==> src/rtl/absorb_squeeze_fsm.sv <==
// Absorb/permute/squeeze sequencer for the Keccak-f datapath of the SHAKE core.
// Optional build macro SHAKE_ROUND_UNROLL2_EN: two rounds per round_en, rc steps by 2.
module absorb_squeeze_fsm #(
  parameter int NUM_ROUNDS = 24,
  parameter int ROUND_W    = $clog2(NUM_ROUNDS),
  parameter int OUT_LEN_W  = 16
) (
  input  logic                 clk,
  input  logic                 rst,
  input  logic                 control_regs_valid,
  input  logic [OUT_LEN_W-1:0] out_len_blocks,
  input  logic                 input_buffer_ready_rd,
  input  logic                 last_block_in_buffer_rd,
  output logic                 input_buffer_consumed,
  input  logic                 output_buffer_empty,
  output logic                 state_reset,
  output logic                 state_absorb_en,
  output logic                 round_en,
  output logic [ROUND_W-1:0]   round_idx,
  output logic                 output_buffer_load,
  output logic                 output_buffer_last,
  output logic                 busy
);

`ifdef SHAKE_ROUND_UNROLL2_EN
  localparam int RC_STEP_I = 2;
  localparam int RC_LAST_I = NUM_ROUNDS - 2;
  if (NUM_ROUNDS % 2 != 0) begin : g_even_check
    $error("NUM_ROUNDS must be even when two rounds are applied per round_en");
  end
`else
  localparam int RC_STEP_I = 1;
  localparam int RC_LAST_I = NUM_ROUNDS - 1;
`endif

  localparam logic [ROUND_W-1:0] RC_STEP = ROUND_W'(RC_STEP_I);
  localparam logic [ROUND_W-1:0] RC_LAST = ROUND_W'(RC_LAST_I);

  typedef enum logic [1:0] {
    IDLE         = 2'd0,
    WAIT_BLOCK   = 2'd1,
    PERMUTE      = 2'd2,
    SQUEEZE_WAIT = 2'd3
  } state_t;

  state_t                 state, state_next;
  logic [ROUND_W-1:0]     rc, rc_next;
  logic [OUT_LEN_W-1:0]   rem, rem_next;
  logic                   last_seen, last_seen_next;
  logic                   squeezing, squeezing_next;

  always_ff @(posedge clk) begin
    if (rst) begin
      state     <= IDLE;
      rc        <= '0;
      rem       <= '0;
      last_seen <= 1'b0;
      squeezing <= 1'b0;
    end else begin
      state     <= state_next;
      rc        <= rc_next;
      rem       <= rem_next;
      last_seen <= last_seen_next;
      squeezing <= squeezing_next;
    end
  end

  // Outputs are forced low while rst is high so no pulse escapes in the reset cycle.
  always_comb begin
    state_next            = state;
    rc_next               = rc;
    rem_next              = rem;
    last_seen_next        = last_seen;
    squeezing_next        = squeezing;
    input_buffer_consumed = 1'b0;
    state_reset           = 1'b0;
    state_absorb_en       = 1'b0;
    round_en              = 1'b0;
    round_idx             = '0;
    output_buffer_load    = 1'b0;
    output_buffer_last    = 1'b0;
    busy                  = 1'b0;
    if (!rst) begin
      case (state)
        IDLE: begin
          if (control_regs_valid) begin
            state_reset    = 1'b1;
            rem_next       = (out_len_blocks == '0) ? OUT_LEN_W'(1) : out_len_blocks;
            last_seen_next = 1'b0;
            squeezing_next = 1'b0;
            state_next     = WAIT_BLOCK;
          end
        end
        WAIT_BLOCK: begin
          busy = 1'b1;
          if (input_buffer_ready_rd) begin
            state_absorb_en       = 1'b1;
            input_buffer_consumed = 1'b1;
            last_seen_next        = last_block_in_buffer_rd;
            rc_next               = '0;
            state_next            = PERMUTE;
          end
        end
        PERMUTE: begin
          busy      = 1'b1;
          round_en  = 1'b1;
          round_idx = rc;
          if (rc == RC_LAST) begin
            if (squeezing) begin
              state_next = SQUEEZE_WAIT;
            end else if (last_seen) begin
              squeezing_next = 1'b1;
              state_next     = SQUEEZE_WAIT;
            end else begin
              state_next = WAIT_BLOCK;
            end
          end else begin
            rc_next = rc + RC_STEP;
          end
        end
        SQUEEZE_WAIT: begin
          busy = 1'b1;
          if (output_buffer_empty) begin
            output_buffer_load = 1'b1;
            output_buffer_last = (rem == OUT_LEN_W'(1));
            if (rem == OUT_LEN_W'(1)) begin
              state_next = IDLE;
            end else begin
              rem_next   = rem - OUT_LEN_W'(1);
              rc_next    = '0;
              state_next = PERMUTE;
            end
          end
        end
        default: state_next = IDLE;
      endcase
    end
  end

endmodule

==> config.mk <==
export PLATFORM = sky130hd
export DESIGN_NAME = absorb_squeeze_fsm
export DESIGN_NICKNAME = d
export VERILOG_FILES = /design/src/rtl/absorb_squeeze_fsm.sv
export SDC_FILE = /design/constraint.sdc
export NUM_CORES = 1
export LEC_CHECK = 0
export ABC_CLOCK_PERIOD_IN_PS = 1600
export CORE_ASPECT_RATIO = 0.8
export CORE_UTILIZATION = 46
export DETAILED_ROUTE_END_ITERATION = 10
export PLACE_DENSITY = 0.75
export SYNTH_ARGS = -nofsm -noshare
export SYNTH_HDL_FRONTEND = slang
export SYNTH_SLANG_ARGS = --single-unit
==> constraint.sdc <==
create_clock -name clk -period 1.6 [get_ports clk]
set_input_delay 0.32 -clock clk [delete_from_list [all_inputs] [get_ports clk]]
set_output_delay 0.32 -clock clk [all_outputs]
set_load 0.05 [all_outputs]
After elaboration in Yosys (flattened, before gate mapping)
Index checks and enable logic that the tools add are counted.
{"block": "classes", "n_addsub": 2, "eq_ne": 11, "mux": 43, "reduce_logical": 12}
{"operator": "16-bit 2-to-1 mux", "n": 4}
{"operator": "16-bit one-hot mux with 2 select lines", "n": 1}
{"operator": "5-bit 2-to-1 mux", "n": 6}
{"operator": "1-bit 2-to-1 mux", "n": 21}
{"operator": "16-bit by 1-bit == test with 1-bit output (second input constant)", "n": 1}
{"operator": "16-bit zero test", "n": 1}
{"operator": "16-bit by 1-bit subtractor with 16-bit output (second input constant)", "n": 1}
{"operator": "5-bit one-hot mux with 3 select lines", "n": 1}
{"operator": "2-bit 2-to-1 mux", "n": 7}
{"operator": "2-bit inequality test (second input constant)", "n": 6}
{"operator": "2-bit one-hot mux with 4 select lines", "n": 1}
{"operator": "4-bit AND reduction", "n": 2}
{"operator": "3-bit AND reduction", "n": 2}
{"operator": "2-bit nonzero test", "n": 3}
{"operator": "5-bit by 1-bit adder with 5-bit output (second input constant)", "n": 1}
{"operator": "5-bit == test (second input constant)", "n": 1}
{"operator": "5-bit AND reduction", "n": 1}
{"operator": "2-bit == test (second input constant)", "n": 2}
{"operator": "1-bit one-hot mux with 2 select lines", "n": 2}
{"operator": "3-bit nonzero test", "n": 1}
{"operator": "3-bit OR reduction", "n": 1}
{"operator": "2-bit by 1-bit == test with 1-bit output (second input constant)", "n": 1}
{"operator": "2-bit zero test", "n": 1}
{"block": "word_totals", "regBits": 25, "inputBits": 22, "output_inout_bits": 12, "elab_cells": 73}

Logic depth before layout (Yosys ltp)
Gate-level depths: netlist of run 1.
{"block": "logic_depth", "depth_word": 4, "depth_mapped": 8, "mapped_depth_nobuf": 7}

Worst setup path before layout of run 1
Ideal clock, no wire load.
{"block": "synth_path", "path_kind": "flip-flop to output port", "startpoint": "reg state[0]", "endpoint": "out state_absorb_en", "arrival_time_ns": 2.630, "required_time_ns": 1.280, "setup_slack_ns": -1.350, "path_stages_with_launch": 5, "n_path_buf": 2, "cell_sequence": "dfxtp_1 -> buf_2 -> inv_1 -> nor4_1 -> buf_4"}
{"block": "synth_between", "elab_chain_cells": 3}
{"element": "start, declared", "line": "46", "source": "state_t state, state_next;"}
{"element": "start signal, assigned", "line": "60", "source": "state <= state_next;"}
{"element": "2-bit by 1-bit == test with 1-bit output"}
{"element": "1-bit 2-to-1 mux (2 in series)"}
{"element": "end, declared", "line": "17", "source": "output logic state_absorb_en,"}
No other way between the ends.

Worst setup path after layout of run 1
{"block": "layout_path", "startpoint": "reg rem[1]", "endpoint": "out output_buffer_last"}
{"block": "layout_between", "elab_chain_cells": 4}
{"element": "start, declared", "line": "48", "source": "logic [OUT_LEN_W-1:0] rem, rem_next;"}
{"element": "start signal, assigned", "line": "62", "source": "rem <= rem_next;"}
{"element": "16-bit by 1-bit == test with 1-bit output", "line": "125", "source": "output_buffer_last = (rem == OUT_LEN_W'(1));"}
{"element": "1-bit 2-to-1 mux", "line": "123", "source": "if (output_buffer_empty) begin"}
{"element": "1-bit 2-to-1 mux", "line": "84", "source": "case (state)"}
{"element": "1-bit 2-to-1 mux", "line": "83", "source": "if (!rst) begin"}
{"element": "end, declared", "line": "21", "source": "output logic output_buffer_last,"}
No other way between the ends.

==> flow_summary_export.csv, run 1 <==
group,metric,value,unit
run_status,status,"complete, but fails checks",
run_status,violations,"negative setup slack",
yosys,syn_inst,231,
floorplanning,dieArea,3930,µm²
placement,place_hpwl,4.10,mm
timing,fmax,524,MHz
clock_tree,cts_buffers,3,
timing,slew_headroom,78.2,%
yosys,ys_ff_latch,25,
routing,vias,2154,
pwr,power_frac_comb,65.0,%
yosys,synth-warning-count,0,
clock_tree,cts.sinks,25,
floorplanning,initial_core_util,48.8,%
yosys,synth_seq_area_share,29.5,%
clock_tree,clock_latency,0.28,ns
timing,setup_ws,-0.310,ns
global_route,grt_max_degree,39,
yosys,synth_area,1690,µm²
worst_hold_path,hold_class,"flop to flop",
job,cap_violations,0,
setup_path,end_kind,"output port",
clock_tree,cts_buffer_depth,2,
placement,port_buffers,33,
setup_path,slowest_delay,0.33,ns
timing,clock_skew,0.0106,ns
timing,fin_crit_sh,119,%
clock_tree,h-tree-depth,1,
setup_path,cp_cell_sequence,"inv_2, ha_4, nor4b_4, and4_4, and2_4, buf_12",
global_route,gr-usage-all-layers,30.2,%
floorplanning,die_w,69.9,µm
floorplanning,dieHeight,56.3,µm
timing,slew_violations,0,
routing,first_iter_violations,174,
layout,antenna_cells,0,
timing,rsz0062_at_grt,"true",
pwr,switchingPower,1490,µW
floorplanning,fp.coreArea,3470,µm²
pwr,internal_power,2070,µW
global_route,grt_first_pass_wirelength,9.58,mm
layout,final_area,2970,µm²
timing,finalHoldViolCount,0,
routing,wl_per_cell,15.9,µm
pwr,p_clk_share,10.8,%
timing,period_needed,1.91,ns
layout,fillCellCount,178,
routing,drt-total-wl,5.90,mm
clock_tree,clk_pin_slew,0.08,ns
floorplanning,io_pins,34,
yosys,async_reset_ff_share,0,%
layout,final_nets,354,
yosys,syn_nets,256,
yosys,synth_area_leaders,"dfxtp_1 (30%), nand2_1 (8.0%), a21oi_1 (6.2%), o21ai_1 (4.4%), and2_1 (3.7%)",
placement,placed_cells,353,
timing,worst_pin_slew,0.323,ns
yosys,avgSynthCellArea,7.33,µm²
placement,placed_cell_area,2700,µm²
placement,gp_congestion,0.859,
layout,area_growth_syn_to_layout,75.6,%
timing,setup_viol,32,
setup_path,crit_buf_inv,2,
global_route,grt_pass1_vias,2032,
routing,ant_nets,0,
pwr,seqPwrFrac,24.3,%
setup_path,crit_slowest_cell,"dfxtp_2",
routing,vias_per_cell,5.82,
yosys,synth_largest_area_cell,"dfxtp_1",
yosys,ys.flop_type,"dfxtp_1",
routing,firstDrtPassIters,5,
setup_path,crit_type,"flop to output port",
clock_tree,cts-root-buf,"clkbuf_8",
clock_tree,cts_tree,"done",
routing,drc_errors,0,
yosys,synth_edf_count,0,
yosys,synth_cell_types,48,
pwr,p_leak,0.00125,µW
global_route,grt_antenna_before_repair,0,
placement,dp_slack,-0.308,ns
setup_path,critPathTopFamily,"simple AND/OR/NAND/NOR gates",
layout,drive_above_1_share,42.1,%
pwr,swShare,41.9,%
global_route,grt_overflow,0,
pwr,power_density,1200,nW/µm²
setup_path,cp-start-kind,"flop",
floorplanning,rows,19,
pwr,peakVddDrop,736,µV
setup_path,worstPathArrival,1.59,ns
setup_path,crit_required,1.28,ns
yosys,yosysTopAreaCellShare,29.5,%
layout,instances_no_fill,370,
setup_path,worstPathMaxFanout,2,
[worst register-to-register path: cells and delay by family, from the launching register on]
kind,cells,cell delay (ns)
buffers and inverters,2,0.24
and+or+nand+nor,2,0.39
AOI/OAI and AO/OA,3,0.69
DFF,1,0.33
adders and majority gates,1,0.12
[Yosys cell counts (all sizes together), types with 3 or more instances]
master	number
clkbuf	7
nor2	17
and3	3
nor3	9
buf	6
nand2	36
a211oi	5
ha	3
inv	5
a21o	3
nand2b	4
a31oi	4
nand4	3
and2	10
nand3	5
o21ai	28
dfxtp	25
a21oi	27
nor4	7
[flip-flops by register name (all words and copies together) (netlist names)]
| register | count |
|---|---|
| last_seen | 1 |
| squeezing | 1 |
| rem | 16 |
| rc | 5 |
| state | 2 |
[power by group through the flow]
stage	combinational (µW)	sequential (µW)	clock [µW]
global route	2470	874	423
detailed placement	1910	862	0
global placement	1860	859	0
floorplan	1050	850	0
CTS	2130	854	388
finish	2320	865	384
[cell families (layout without fill, tap and decap cells)]
family / count (synthesis) / after routing / synth area share [%]
adders and majority gates: 3 / 3 / 2.22
AOI/OAI and AO/OA: 81 / 81 / 30.4
buffers and inverters: 18 / 115 / 5.10
DFF: 25 / 25 / 29.5
and+or+nand+nor: 104 / 104 / 32.8
[layer usage]
layer | vias up | global-route usage (%) | wire length [µm]
met5 | - | 0 | 0
met4 | 0 | 8.86 | 87
met3 | 10 | 6.28 | 275
met2 | 84 | 49.5 | 2860
met1 | 1028 | 40.2 | 2670
li1 | 1032 | - | -
[area by class of cell]
| cell class | count | area (µm²) | share of cell area [%] |
|---|---|---|---|
| tap | 42 | 52.6 | 1.77 |
| inverter | 5 | 21.3 | 0.715 |
| multi-input combinational | 188 | 1290 | 43.2 |
| sequential | 25 | 512 | 17.2 |
| clock buffer | 4 | 45.0 | 1.51 |
| timing repair buffer | 106 | 1060 | 35.5 |
[path summary, 6_finish.rpt]
check / start / end / slack (ns) / depth (start not counted)
setup / recovery: rem[1] / output_buffer_last / -0.31 / 6
hold / removal: rc[4] / rc[4] / 0.50 / 2
setup reg to reg: rem[1] / rem[8] / -0.24 / 8
hold reg to reg: rc[4] / rc[4] / 0.50 / 2
[cells in the final DEF (no fill, tap or decap), types with 10 or more instances in the layout]
| master | n |
|---|---|
| o21ai_1 | 14 |
| buf_6 | 10 |
| dfxtp_1 | 20 |
| o21ai_0 | 11 |
| a21oi_1 | 19 |
| nor2_1 | 14 |
| clkdlybuf4s50_1 | 18 |
| nand2_1 | 33 |
| buf_4 | 61 |
| buf_12 | 14 |
[per-stage QoR]
stage,utilization (%),setup TNS (ns),hold slack (ns),total power [µW]
after floorplan,-,-0.899,0.462,1900
after global placement,77.9,-3.58,0.496,2720
after detailed placement,77.9,-4.32,0.506,2770
after CTS,83.7,-3.72,0.519,3370
after global routing,85.7,-7.12,0.528,3770
final,85.7,-4.75,0.504,3560
[what timing repair did]
item                       in CTS  in global routing
pin swaps                      11                  9
buffers inserted               11                  3
setup endpoints to repair      33                 34
gates resized for setup        28                 15
hold buffers                    0                  0
No activity file was read; power rests on OpenSTA's default activity.
==> run 2, diff against run 1 <==
Settings changed: ABC_CLOCK_PERIOD_IN_PS 1600 to 2500, CORE_UTILIZATION 46 to 52, PLACE_DENSITY 0.75 to 0.81.
Clock period 1.6 ns to 2.5 ns, I/O delays scaled along.
==> run 2 against run 1 <==
  * Sequential cell count unchanged
  * Clock-buffer cell count unchanged
  * Utilization down 12 points
  * Clock skew decreased by 0.0036 ns
  * Critical path depth grew 1
  * Hold slack lost 0.015 ns
  * Sequential share of layout area is 5.0 points higher
  * The flow now finishes without violations
  * Via count down 18%
  * Total power down 53%
  * Die area decreased by 11%
  * First-iteration DRC count grew 33%
  * Global-route usage shrank 3.7 points
==> flow_summary_export.csv, run 2 (synthesized netlist as in run 1, its figures left out) <==
group,metric,value,unit
run_status,status,"finished, final reports clean",
timing,setup_viol,0,
routing,ant_nets,0,
layout,layout_commonest_cell,"nand2_1",
routing,first_iter_violations,231,
setup_path,cp-start-kind,"flop",
timing,slew_violations,0,
timing,fin_crit_sh,91.1,%
setup_path,worstPathMaxFanout,3,
timing,fmax,439,MHz
floorplanning,dieArea,3490,µm²
timing,worst_pin_slew,0.535,ns
global_route,grt_first_pass_wirelength,6.99,mm
clock_tree,h-tree-depth,1,
layout,area_growth_syn_to_layout,33.3,%
clock_tree,clk_pin_slew,0.09,ns
routing,drc_errors,0,
setup_path,worstPathArrival,1.78,ns
timing,period_needed,2.28,ns
layout,instances_no_fill,303,
clock_tree,cts_tree,"done",
layout,final_cell_mix,"nand2_1 (36), dfxtp_1 (25), a21oi_1 (21), clkdlybuf4s50_1 (21)",
global_route,gr-usage-all-layers,26.5,%
placement,port_buffers,33,
global_route,grt_antenna_before_repair,0,
layout,final_nets,289,
layout,largest_registers,"rem: 16 flops, rc: 5 flops, state: 2 flops",
clock_tree,clock_latency,0.27,ns
setup_path,crit_type,"flop to output port",
setup_path,critPathTopFamily,"simple AND/OR/NAND/NOR gates",
pwr,p_leak,0.000854,µW
setup_path,slowest_delay,0.33,ns
global_route,grt_max_degree,39,
routing,vias_per_cell,5.83,
layout,fillCellCount,230,
worst_hold_path,hold_class,"flop to flop",
timing,slew_headroom,64.3,%
floorplanning,die_w,65.8,µm
clock_tree,cts_buffers,3,
layout,antenna_cells,0,
setup_path,crit_required,2.00,ns
floorplanning,rows,18,
setup_path,cp_cell_sequence,"inv_1, ha_1, nor4b_2, buf_4, and4_1, and2_1, buf_12",
setup_path,crit_buf_inv,3,
placement,place_hpwl,3.07,mm
routing,drt-total-wl,4.21,mm
timing,whs,0.490,ns
placement,placed_cells,299,
timing,finalHoldViolCount,0,
routing,vias,1767,
routing,wl_per_cell,13.9,µm
floorplanning,io_pins,34,
job,cap_violations,0,
global_route,grt_pass1_vias,1481,
clock_tree,cts_hold_buf,0,
timing,rsz0062_at_grt,"false",
timing,clock_skew,0.00709,ns
layout,drive_above_1_share,15.2,%
routing,firstDrtPassIters,4,
placement,gp_congestion,0.852,
floorplanning,dieHeight,53.1,µm
layout,largest_register,"rem",
floorplanning,initial_core_util,54.9,%
clock_tree,cts_buffer_depth,2,
layout,largest_reg_flops,16,
setup_path,crit_slowest_cell,"dfxtp_1",
setup_path,end_kind,"output port",
global_route,grt_overflow,0,
pwr,peakVddDrop,506,µV
clock_tree,cts.sinks,25,
clock_tree,cts-root-buf,"clkbuf_8",
pwr,power_density,734,nW/µm²
floorplanning,fp.coreArea,3090,µm²
[run 2: changes by cell type in the layout (fill, tap and decap cells not counted), sizes merged]
cell           before  now
clkdlybuf4s50      18   21
dlygate4sd2         3    0
buf                85   20
[run 2: cell type report]
type | instances | area [µm²] | share of cell area [%]
multi-input combinational | 188 | 1130 | 50.2
inverter | 5 | 18.8 | 0.831
clock buffer | 4 | 45.0 | 1.99
sequential | 25 | 500 | 22.2
timing repair buffer | 41 | 510 | 22.6
tap | 40 | 50.0 | 2.22
[run 2: power by group]
group / internal (µW) / switching [µW]
combinational: 340 / 505
clock: 114 / 131
sequential: 464 / 104
[run 2: final timing paths]
check,slack (ns),to,start,depth (start not counted)
worst min register to register,0.49,rc[1],rc[1],2
worst max register to register,0.51,rem[1],rem[1],8
worst min-delay path,0.49,rc[1],rc[1],2
worst max-delay path,0.22,output_buffer_last,rem[1],7
[run 2: what timing repair did]
action                                  in CTS  in global routing
buffers inserted                             0                  0
endpoints found under the setup margin       0                  1
endpoints found under the hold margin        0                  0
gates resized for setup                      0                  1
[run 2: metrics by stage]
step	total power (µW)	instance area, µm²	setup TNS (ns)	worst slack, ns	util, %
after floorplan	1150	1710	-0.0215	-0.0215	-
after global placement	1390	2210	0	0.234	71.5
after detailed placement	1400	2210	0	0.222	71.5
after CTS	1650	2250	0	0.141	73.0
after global routing	1780	2260	0	0.0788	73.2
final	1660	2260	0	0.224	73.2
[run 2: per-layer routing]
layer  vias up  track usage [%]  share of wire [%]
met5         -                0                  0
met4         0             8.33                1.1
met3         5             5.39                5.6
met2        52             38.4                 44
met1       807             38.6                 49
li1        903                -                  -
[run 2: worst reg2reg max path, stage by stage, from the launching register on]
cell and delay [ns]:
dfxtp_1 0.33, inv_1 0.10, ha_1 0.14, nor4b_2 0.18, buf_4 0.16, nand4_2 0.17
o22ai_4 0.49, a211oi_1 0.13, a211oi_1 0.21
